==> src/rtl/ac_motor_triangle_pkg.sv <==
// Shared widths, phase limits and direction/state encodings for the AC-motor triangle carrier.
package ac_motor_pkg;
  localparam int CNT_W     = 12;
  localparam int AMP_W     = 5;
  localparam int TRI_W     = AMP_W + CNT_W;
  localparam int PHASE_MAX = 2 ** (CNT_W - 1) - 1;

  localparam logic signed [CNT_W-1:0] PH_POS  = CNT_W'(PHASE_MAX);
  localparam logic signed [CNT_W-1:0] PH_NEG  = -PH_POS;
  localparam logic signed [CNT_W-1:0] PH_ONE  = CNT_W'(1);
  localparam logic signed [CNT_W-1:0] PH_ZERO = '0;

  typedef enum logic [1:0] {DIR_STOP, DIR_CW, DIR_CCW} dir_t;
  typedef enum logic [1:0] {ST_STOP, ST_CW, ST_CCW, ST_DEAD} st_t;

  function automatic dir_t decode_dir(input logic cw, input logic ccw);
    if (cw & ~ccw) return DIR_CW;
    if (ccw & ~cw) return DIR_CCW;
    return DIR_STOP;
  endfunction
endpackage

==> src/rtl/ac_motor_tri_phase.sv <==
// Symmetric up/down phase counter bouncing between +PHASE_MAX and -PHASE_MAX; flags phase==0.
module ac_motor_tri_phase
  import ac_motor_pkg::*;
(
  input  logic                    clk_i,
  input  logic                    reset_i,
  output logic signed [CNT_W-1:0] phase_o,
  output logic                    zero_x_o
);
  logic signed [CNT_W-1:0] phase_q, phase_d;
  logic                    up_q, up_d;

  // Turn around on the peak itself so -2**(CNT_W-1) is never reached.
  always_comb begin
    up_d    = up_q;
    phase_d = phase_q;
    if (up_q) begin
      if (phase_q == PH_POS) begin
        up_d    = 1'b0;
        phase_d = phase_q - PH_ONE;
      end else begin
        phase_d = phase_q + PH_ONE;
      end
    end else begin
      if (phase_q == PH_NEG) begin
        up_d    = 1'b1;
        phase_d = phase_q + PH_ONE;
      end else begin
        phase_d = phase_q - PH_ONE;
      end
    end
  end

  always_ff @(posedge clk_i) begin
    if (reset_i) begin
      phase_q <= PH_ZERO;
      up_q    <= 1'b1;
    end else begin
      phase_q <= phase_d;
      up_q    <= up_d;
    end
  end

  assign phase_o  = phase_q;
  assign zero_x_o = (phase_q == PH_ZERO);
endmodule

==> config.mk <==
export PLATFORM = sky130hd
export DESIGN_NAME = ac_motor_tri_phase
export DESIGN_NICKNAME = d
export VERILOG_FILES = /design/src/rtl/ac_motor_triangle_pkg.sv /design/src/rtl/ac_motor_tri_phase.sv
export SDC_FILE = /design/constraint.sdc
export NUM_CORES = 1
export LEC_CHECK = 0
export CORE_ASPECT_RATIO = 0.8
export CORE_MARGIN = 5
export CORE_UTILIZATION = 30
export CTS_CLUSTER_SIZE = 10
export DETAILED_ROUTE_END_ITERATION = 6
export PLACE_DENSITY = 0.61
export RECOVER_POWER = 100
export SLEW_MARGIN = 20
export SYNTH_ARGS = -nofsm -noshare
export SYNTH_HDL_FRONTEND = slang
export SYNTH_SLANG_ARGS = --single-unit
==> constraint.sdc <==
create_clock -name clk_i -period 2.17 [get_ports clk_i]
set_input_delay 0.651 -clock clk_i [delete_from_list [all_inputs] [get_ports clk_i]]
set_output_delay 0.651 -clock clk_i [all_outputs]
set_load 0.05 [all_outputs]
After elaboration in Yosys (flattened, before gate mapping)
Index checks and enable logic that the tools add are counted.
{"block": "word_totals", "regBits": 13, "inputBits": 2, "out_inout_bits": 13, "word_cells": 13}
{"block": "classes", "add_sub_neg": 2, "n_eq_ne": 2, "muxes": 6, "reduce_logical": 1}
{"cell": "$mux W12", "n": 3}
{"cell": "$eq A12 B12 Y1 const B", "n": 2}
{"cell": "$add A12 B2 Y12 const B", "n": 1}
{"cell": "$logic_not A12 Y1", "n": 1}
{"cell": "$sub A12 B2 Y12 const B", "n": 1}
{"cell": "$mux W1", "n": 3}

Logic depth before layout (Yosys ltp)
Gate-level depths: netlist (run 1).
{"block": "depth", "depth_word": 3, "mapped_depth": 7, "depth_no_buf": 7}

Worst setup path after synthesis (run 1)
Ideal clock, no wire load.
{"block": "synth_timing", "path_type": "flip-flop to output port", "start": "reg phase_q[4] (netlist: phase_o[4])", "end": "out zero_x_o", "arrival_time_ns": 2.547, "required_time_ns": 1.519, "slack_ns": -1.028, "path_stages_with_launch": 4, "path_buffers": 0, "path_cell_list": "dfxtp_1 -> nor4_4 -> nand2_1 -> nor4_1"}
{"block": "synth_via", "elab_chain_cells": 1}
{"element": "from (decl)", "line": "ac_motor_tri_phase.sv:10", "source": "logic signed [CNT_W-1:0] phase_q, phase_d;"}
{"element": "from (signal assigned)", "line": "ac_motor_tri_phase.sv:39", "source": "phase_q <= phase_d;"}
{"element": "$logic_not A12 Y1", "line": "ac_motor_tri_phase.sv:45", "source": "assign zero_x_o = (phase_q == PH_ZERO);"}
{"element": "to (decl)", "line": "ac_motor_tri_phase.sv:8", "source": "output logic zero_x_o"}
Every way passes these cells.

Worst setup path after layout (run 1)
{"block": "layout_timing", "start": "reg phase_q[0] (netlist: phase_o[0])", "end": "out zero_x_o"}
The elaborated chain is that of the path after synthesis.

==> metrics.cfg, run 1 <==
[status]
outcome = finished, final reports clean

[die]
core_sq_um = 3040
die_h_microns = 59.8
initial_core_util_pct = 30.6
io_pins = 15
dieArea_sq_um = 4320
rows = 18
die_w_microns = 72.3

[routing]
via_count = 849
avgRoutedWirePerCell_microns = 13.5
firstDrtPassIters = 4
ant_nets = 0
routed_wl_microns = 2190
drcViolationCount = 0
vias_per_cell = 5.24
drtIter0Drc = 66

[grt]
grt_pass1_wl_microns = 3620
grt_max_degree = 18
first_global_vias = 756
grt_antenna_before_repair = 0
grt_usage_pct = 11.0
grt.overflow.total = 0

[worst_setup_path]
crit_type = reg2out
path_cells = inv_1 > ha_1 > nand2b_1 > nor4_4 > buf_12
cp-end-kind = primary output
cp-start-kind = register
required_ns = 1.52
worst-path-max-fanout = 9
crit_slowest_cell = dfxtp_2
cp.arrival_ns = 1.42
max_stage_delay_ns = 0.36

[timing]
timing.final.max_slew_violations = 0
max_freq_mhz = 483
min_period_over_period_pct = 95.5
skew_ns = 0.00169
final-setup-viol-count = 0
min_period_ns = 2.07
timing.final.ws_setup_ns = 0.0986
rsz0062_at_grt = false
hold_viol_final = 0
hold_ws_ns = 0.497
tns_ns = 0
slew_headroom_pct = 47.1
worst_pin_slew_ns = 0.794

[finish]
most-common-layout-cells = clkbuf_1, nor2_1, dfxtp_2, dfxtp_1
area_growth_pct = 22.4
final_common_cell = clkbuf_1
fin_util_pct = 37.5
n_antenna_cell = 0
drive_gt1_share_pct = 22.1
design_area_sq_um = 1140
nets = 129

[placed_design]
gp_congestion = 0.900
pre_cts_ws_ns = 0.150
io_buffers = 14
placed_area_sq_um = 1140
dp_hpwl_microns = 1610

[synth]
netlist_area_sq_um = 931
yosys_warnings = 0
syn_inst = 104
synth_area_leaders = dfxtp_1, ha_1, nor2_1, xor2_1, mux2_1
synth.top_cell.area_share_pct = 28.0
synth_top_area_cell = dfxtp_1
synthDistinctLibCells = 43
ys_ff_latch = 13
synth-async-reset-ratio_pct = 0
ys.flop_type = dfxtp_1
syn_avg_cell_area_sq_um = 8.95
synth.net_count = 110
synth-edff-count = 0
yosysSeqAreaShare_pct = 28.0

[power]
p_leak_uw = 0.000474
power_density_nw_per_um2 = 506
vdd_ir_drop_max_v = 0.000265

[clock_tree]
cts_buffers = 3
tritoncts = built
postCtsHoldBufs = 0
clock-sinks = 13
htree_levels = 1
clock-root-buffer = clkbuf_8
clock_path_buffers = 2
clock_latency_ns = 0.24
clk_pin_slew_ns = 0.06

[flow_run]
drv_cap = 0

[hold_path]
holdCritPathClass = reg2reg

routing by layer:
metal  part of all wire [%]  wire length (microns)  up-vias  track usage (%)
met1                     48                   1050      399             14.1
met3                    6.6                    144        4             4.03
met5                      0                      0        -                0
met2                     44                    956       17             16.5
li1                       -                      -      429                -
met4                    1.6                     36        0             4.83
power by group:
| group | leakage [uW] | internal [uW] | switching, uW |
|---|---|---|---|
| clock network | 0.0000228 | 130 | 86.3 |
| logic | 0.000342 | 43.0 | 63.6 |
| registers | 0.000109 | 243 | 11.0 |
cells in the mapped netlist, types with 4 or more instances:
| library cell | instances |
|---|---|
| dfxtp_1 | 13 |
| nor3_1 | 5 |
| nor2_1 | 12 |
| ha_1 | 4 |
| nor2b_1 | 4 |
| nor4_1 | 5 |
| xor2_1 | 4 |
critical path, delay by kind of cell, from the launching register on:
family	cells	cell delay, ns
buffers and inverters	2	0.27
and+or+nand+nor	2	0.40
DFF	1	0.36
adders and majority gates	1	0.14
through the flow:
stage | cells | total power, uW
2_1_floorplan | 104 | 336
3_3_place_gp | 157 | 374
3_5_place_dp | 157 | 374
4_1_cts | 162 | 596
5_1_grt | 162 | 614
6_report | 162 | 577
area by class of cell:
| class | instances | area, sq um |
|---|---|---|
| fill | 330 | 1900 |
| multi-input combinational | 85 | 669 |
| sequential | 13 | 273 |
| inverter | 3 | 11.3 |
| tap | 40 | 50.0 |
| clock buffer | 4 | 45.0 |
| timing repair buffer | 17 | 91.3 |
timing repair:
action                     CTS  global route
pin swaps                    2             0
buffers inserted             1             0
gates resized for setup      2             1
setup endpoints to repair    1             1
state kept, by name, summed over array words and instances (netlist names):
signal / cells
up_q: 1
phase_o: 12
worst paths after layout:
kind | startpoint | slack, ns | to | cells after the start
max reg2reg | phase_o[2] | 0.13 | phase_o[7] | 5
max | phase_o[0] | 0.1 | zero_x_o | 5
min | phase_o[0] | 0.50 | phase_o[0] | 1
min reg2reg | phase_o[0] | 0.50 | phase_o[0] | 1
cell families after synthesis:
group                      count (synthesis)  share of synthesized area, %
adders and majority gates                  4                          5.38
buffers and inverters                      6                          3.36
and+or+nand+nor                           56                          39.5
muxes                                      6                          6.85
AOI/OAI and AO/OA                         14                          12.2
xor gates and xnor gates                   5                          4.70
DFF                                       13                          28.0
(Power assumes the default switching activity.)
==> inputs of run 2 (changes only) <==
CORE_UTILIZATION = 25   (was 30)
PLACE_DENSITY = 0.54   (was 0.61)
==> metrics.cfg, run 2 (same netlist as run 1, synthesis figures left out) <==
[status]
outcome = finished, violations left
violations = negative setup slack

[clock_tree]
clock_latency_ns = 0.25
cts_buffers = 3
clock-root-buffer = clkbuf_8
clk_pin_slew_ns = 0.06
clock-sinks = 13
clock_path_buffers = 2
postCtsHoldBufs = 0
htree_levels = 1
tritoncts = built

[worst_setup_path]
cp.arrival_ns = 1.53
cp-end-kind = primary output
crit_type = reg2out
cp-start-kind = register
worst-path-max-fanout = 2
required_ns = 1.52

[routing]
drtIter0Drc = 66
avgRoutedWirePerCell_microns = 14.9
via_count = 895
vias_per_cell = 5.26
routed_wl_microns = 2540
drcViolationCount = 0
ant_nets = 0
firstDrtPassIters = 4

[finish]
area_growth_pct = 30.2
final_common_cell = nor2_1
largest_register_ffs = 12
fin_util_pct = 34.5
nets = 135
n_antenna_cell = 0
design_area_sq_um = 1210
n_fill_cell = 372
drive_gt1_share_pct = 28.9
most-common-layout-cells = nor2_1, clkbuf_1, buf_4, dfxtp_1

[die]
io_pins = 15
initial_core_util_pct = 26.5
rows = 19
core_sq_um = 3520
die_w_microns = 78.2
die_h_microns = 64.6
dieArea_sq_um = 5050

[timing]
min_period_ns = 2.18
hold_viol_final = 0
min_period_over_period_pct = 100
worst_pin_slew_ns = 0.619
timing.final.ws_setup_ns = -0.00814
tns_ns = -0.00814
hold_ws_ns = 0.576
timing.final.max_slew_violations = 0
rsz0062_at_grt = true
skew_ns = 0.00306
slew_headroom_pct = 58.9
final-setup-viol-count = 1
max_freq_mhz = 459

[grt]
grt.overflow.total = 0
grt_max_degree = 11
first_global_vias = 865
grt_usage_pct = 10.5
grt_antenna_before_repair = 0
grt_pass1_wl_microns = 4200

[power]
vdd_ir_drop_max_v = 0.000261
p_leak_uw = 0.000519
p_seq_share_pct = 41.9
power_density_nw_per_um2 = 489
internal_power_uw = 418
switchingPower_uw = 175
finalPower_uw = 593
clkPwrFrac_pct = 38.4
swShare_pct = 29.5
pwr-share-comb_pct = 19.7

[flow_run]
drv_cap = 0

[placed_design]
io_buffers = 14
dp_hpwl_microns = 1830
gp_congestion = 0.914
placed_area_sq_um = 1170

[hold_path]
holdCritPathClass = reg2reg

run 2: changes by cell type in the layout (fill, tap and decap cells not counted), sizes merged:
cell	before	now
dlygate4sd3	0	1
clkbuf	18	15
clkdlybuf4s50	1	0
buf	2	11
run 2: repair_timing:
action                     CTS  global route
pin swaps                    2             0
resized for setup            3             3
setup endpoints to repair    1             3
hold endpoints to repair     0             0
setup buffers                2             0
run 2: path summary, 6_finish.rpt:
kind | cells past startpoint | start | to | slack (ns)
max | 4 | phase_o[7] | zero_x_o | -0.008
min | 2 | phase_o[0] | phase_o[0] | 0.58
max reg2reg | 7 | phase_o[1] | phase_o[5] | 0.06
min reg2reg | 2 | phase_o[0] | phase_o[0] | 0.58
run 2: final cells by class:
cell class | count | area (sq um) | area share (%)
flip-flops and latches | 13 | 277 | 22.8
inverters | 3 | 11.3 | 0.929
repair buffers | 23 | 148 | 12.2
clock buffers | 4 | 45.0 | 3.72
multi-input cells | 85 | 679 | 56.0
well taps | 42 | 52.6 | 4.33
run 2: layer usage:
metal,wire [microns],vias to the layer above,track usage [%]
li1,-,440,-
met1,1260,430,14.1
met2,1090,21,16.2
met3,165,4,4.16
met4,17,0,1.97
met5,0,-,0
run 2: worst max-delay path: stages, from the launching register on:
cell,delay (ns)
dfxtp_4,0.36
nor4_4,0.31
nand2_2,0.11
nor4_4,0.31
buf_12,0.18
run 2: power groups by stage:
| stage | Combinational (uW) | Clock (uW) | Sequential (uW) |
|---|---|---|---|
| 2_1_floorplan | 64.2 | 0 | 272 |
| 3_3_place_gp | 121 | 0 | 256 |
| 6_report | 117 | 228 | 248 |
| 5_1_grt | 127 | 248 | 249 |
| 3_5_place_dp | 122 | 0 | 257 |
| 4_1_cts | 123 | 235 | 250 |
run 2: per-stage QoR:
stage / std cells / setup slack (ns)
after floorplan: 104 / -0.0687
after global placement: 164 / 0.127
after detailed placement: 164 / 0.0993
after CTS: 170 / 0.000783
after global routing: 170 / -0.112
final: 170 / -0.00814
==> inputs of run 3 (changes only) <==
CAP_MARGIN = 20   (was unset)
CORE_UTILIZATION = 50   (was 25)
PLACE_DENSITY = 0.75   (was 0.54)
==> metrics.cfg, run 3 (same netlist as run 1, synthesis figures left out) <==
[finish]
nets = 133
area_growth_pct = 24.2
n_fill_cell = 171
final_common_cell = nor2_1
design_area_sq_um = 1160
drive_gt1_share_pct = 29.4
n_antenna_cell = 0
largest_register_ffs = 12
most-common-layout-cells = nor2_1, buf_4, clkbuf_1, dfxtp_1

[placed_design]
gp_congestion = 0.868
placed_area_sq_um = 1120
pre_cts_ws_ns = 0.146
io_buffers = 14
dp_hpwl_microns = 1590

[timing]
slew_headroom_pct = 60.1
hold_ws_ns = 0.543
timing.final.max_slew_violations = 0
max_freq_mhz = 463
skew_ns = 0.00102
min_period_over_period_pct = 99.6
hold_viol_final = 0
timing.final.ws_setup_ns = 0.00941
rsz0062_at_grt = true
tns_ns = 0
min_period_ns = 2.16
worst_pin_slew_ns = 0.601
final-setup-viol-count = 0

[worst_setup_path]
cp-start-kind = register
required_ns = 1.52
crit_type = reg2out
worst-path-max-fanout = 8
cp.arrival_ns = 1.51
cp-end-kind = primary output

[grt]
grt_pass1_wl_microns = 3620
grt_usage_pct = 16.6
grt.overflow.total = 0
grt_antenna_before_repair = 0
first_global_vias = 772
grt_max_degree = 14

[clock_tree]
clock-sinks = 13
clk_pin_slew_ns = 0.08
clock_latency_ns = 0.28
clock-root-buffer = clkbuf_4
cts_buffers = 3
clock_path_buffers = 2
tritoncts = built
postCtsHoldBufs = 0
htree_levels = 1

[power]
vdd_ir_drop_max_v = 0.000328
power_density_nw_per_um2 = 445
finalPower_uw = 514
p_leak_uw = 0.000516

[flow_run]
drv_cap = 0

[routing]
avgRoutedWirePerCell_microns = 14.4
vias_per_cell = 5.62
drcViolationCount = 0
drtIter0Drc = 32
firstDrtPassIters = 4
routed_wl_microns = 2160
ant_nets = 0
via_count = 843

[die]
io_pins = 15
dieArea_sq_um = 2830
initial_core_util_pct = 51.1
die_w_microns = 58.2
core_sq_um = 1820
die_h_microns = 48.6
rows = 14

[status]
outcome = finished, final reports clean

[hold_path]
holdCritPathClass = reg2reg

[run 3: cell types whose count changed in the layout (fill, tap and decap cells not counted)]
cell / delta
clkbuf_1: -4
clkbuf_8: -3
a31oi_2: -1
clkinv_2: +1
buf_4: +1
nor4b_1: +1
a31oi_1: +1
nor4b_2: -1
clkbuf_4: +3
[run 3: timing repair]
action | in CTS | in global routing
pin swaps | 2 | 0
resized for setup | 3 | 2
setup endpoints to repair | 1 | 2
setup buffers | 3 | 0
[run 3: worst paths after layout]
path	endpoint	slack, ns	startpoint	cells after the start
worst max-delay path	zero_x_o	0.009	phase_o[5]	4
worst min-delay path	phase_o[0]	0.54	phase_o[0]	1
worst max register to register	phase_o[6]	0.07	phase_o[0]	6
worst min register to register	phase_o[0]	0.54	phase_o[0]	1
[run 3: metal layers]
metal / GRT usage, % / vias up / wire length [microns]
met5: 0 / - / 0
met4: 5.79 / 0 / 30
met3: 5.59 / 4 / 112
met2: 24.6 / 26 / 971
met1: 22.1 / 378 / 1040
li1: - / 435 / -
[run 3: area by class of cell]
type	instances	area [sq um]	share of cell area [%]
clock inverter	1	5.00	0.433
timing repair buffer	21	144	12.4
multi-input combinational	85	667	57.7
sequential	13	277	23.9
clock buffer	3	22.5	1.95
inverter	3	11.3	0.974
tap	24	30.0	2.60
[run 3: power breakdown]
| group | total, uW | internal [uW] | leakage, uW | switching, uW |
|---|---|---|---|---|
| Clock | 153 | 68.6 | 0.0000177 | 84.8 |
| Combinational | 112 | 46.1 | 0.000389 | 65.8 |
| Sequential | 249 | 240 | 0.000110 | 9.32 |
| Total | 514 | 355 | 0.000516 | 160 |
[run 3: stage by stage]
step | instances | utilization (%)
2_1_floorplan | 104 | -
3_5_place_dp | 143 | 61.7
5_1_grt | 150 | 63.5
6_report | 150 | 63.5
3_3_place_gp | 143 | 61.7
4_1_cts | 150 | 65.0
[run 3: worst max-delay path: stages, from the launching register on]
cell	delay, ns
dfxtp_4	0.38
nor4_4	0.29
nand2_2	0.11
nor4_4	0.27
buf_12	0.18
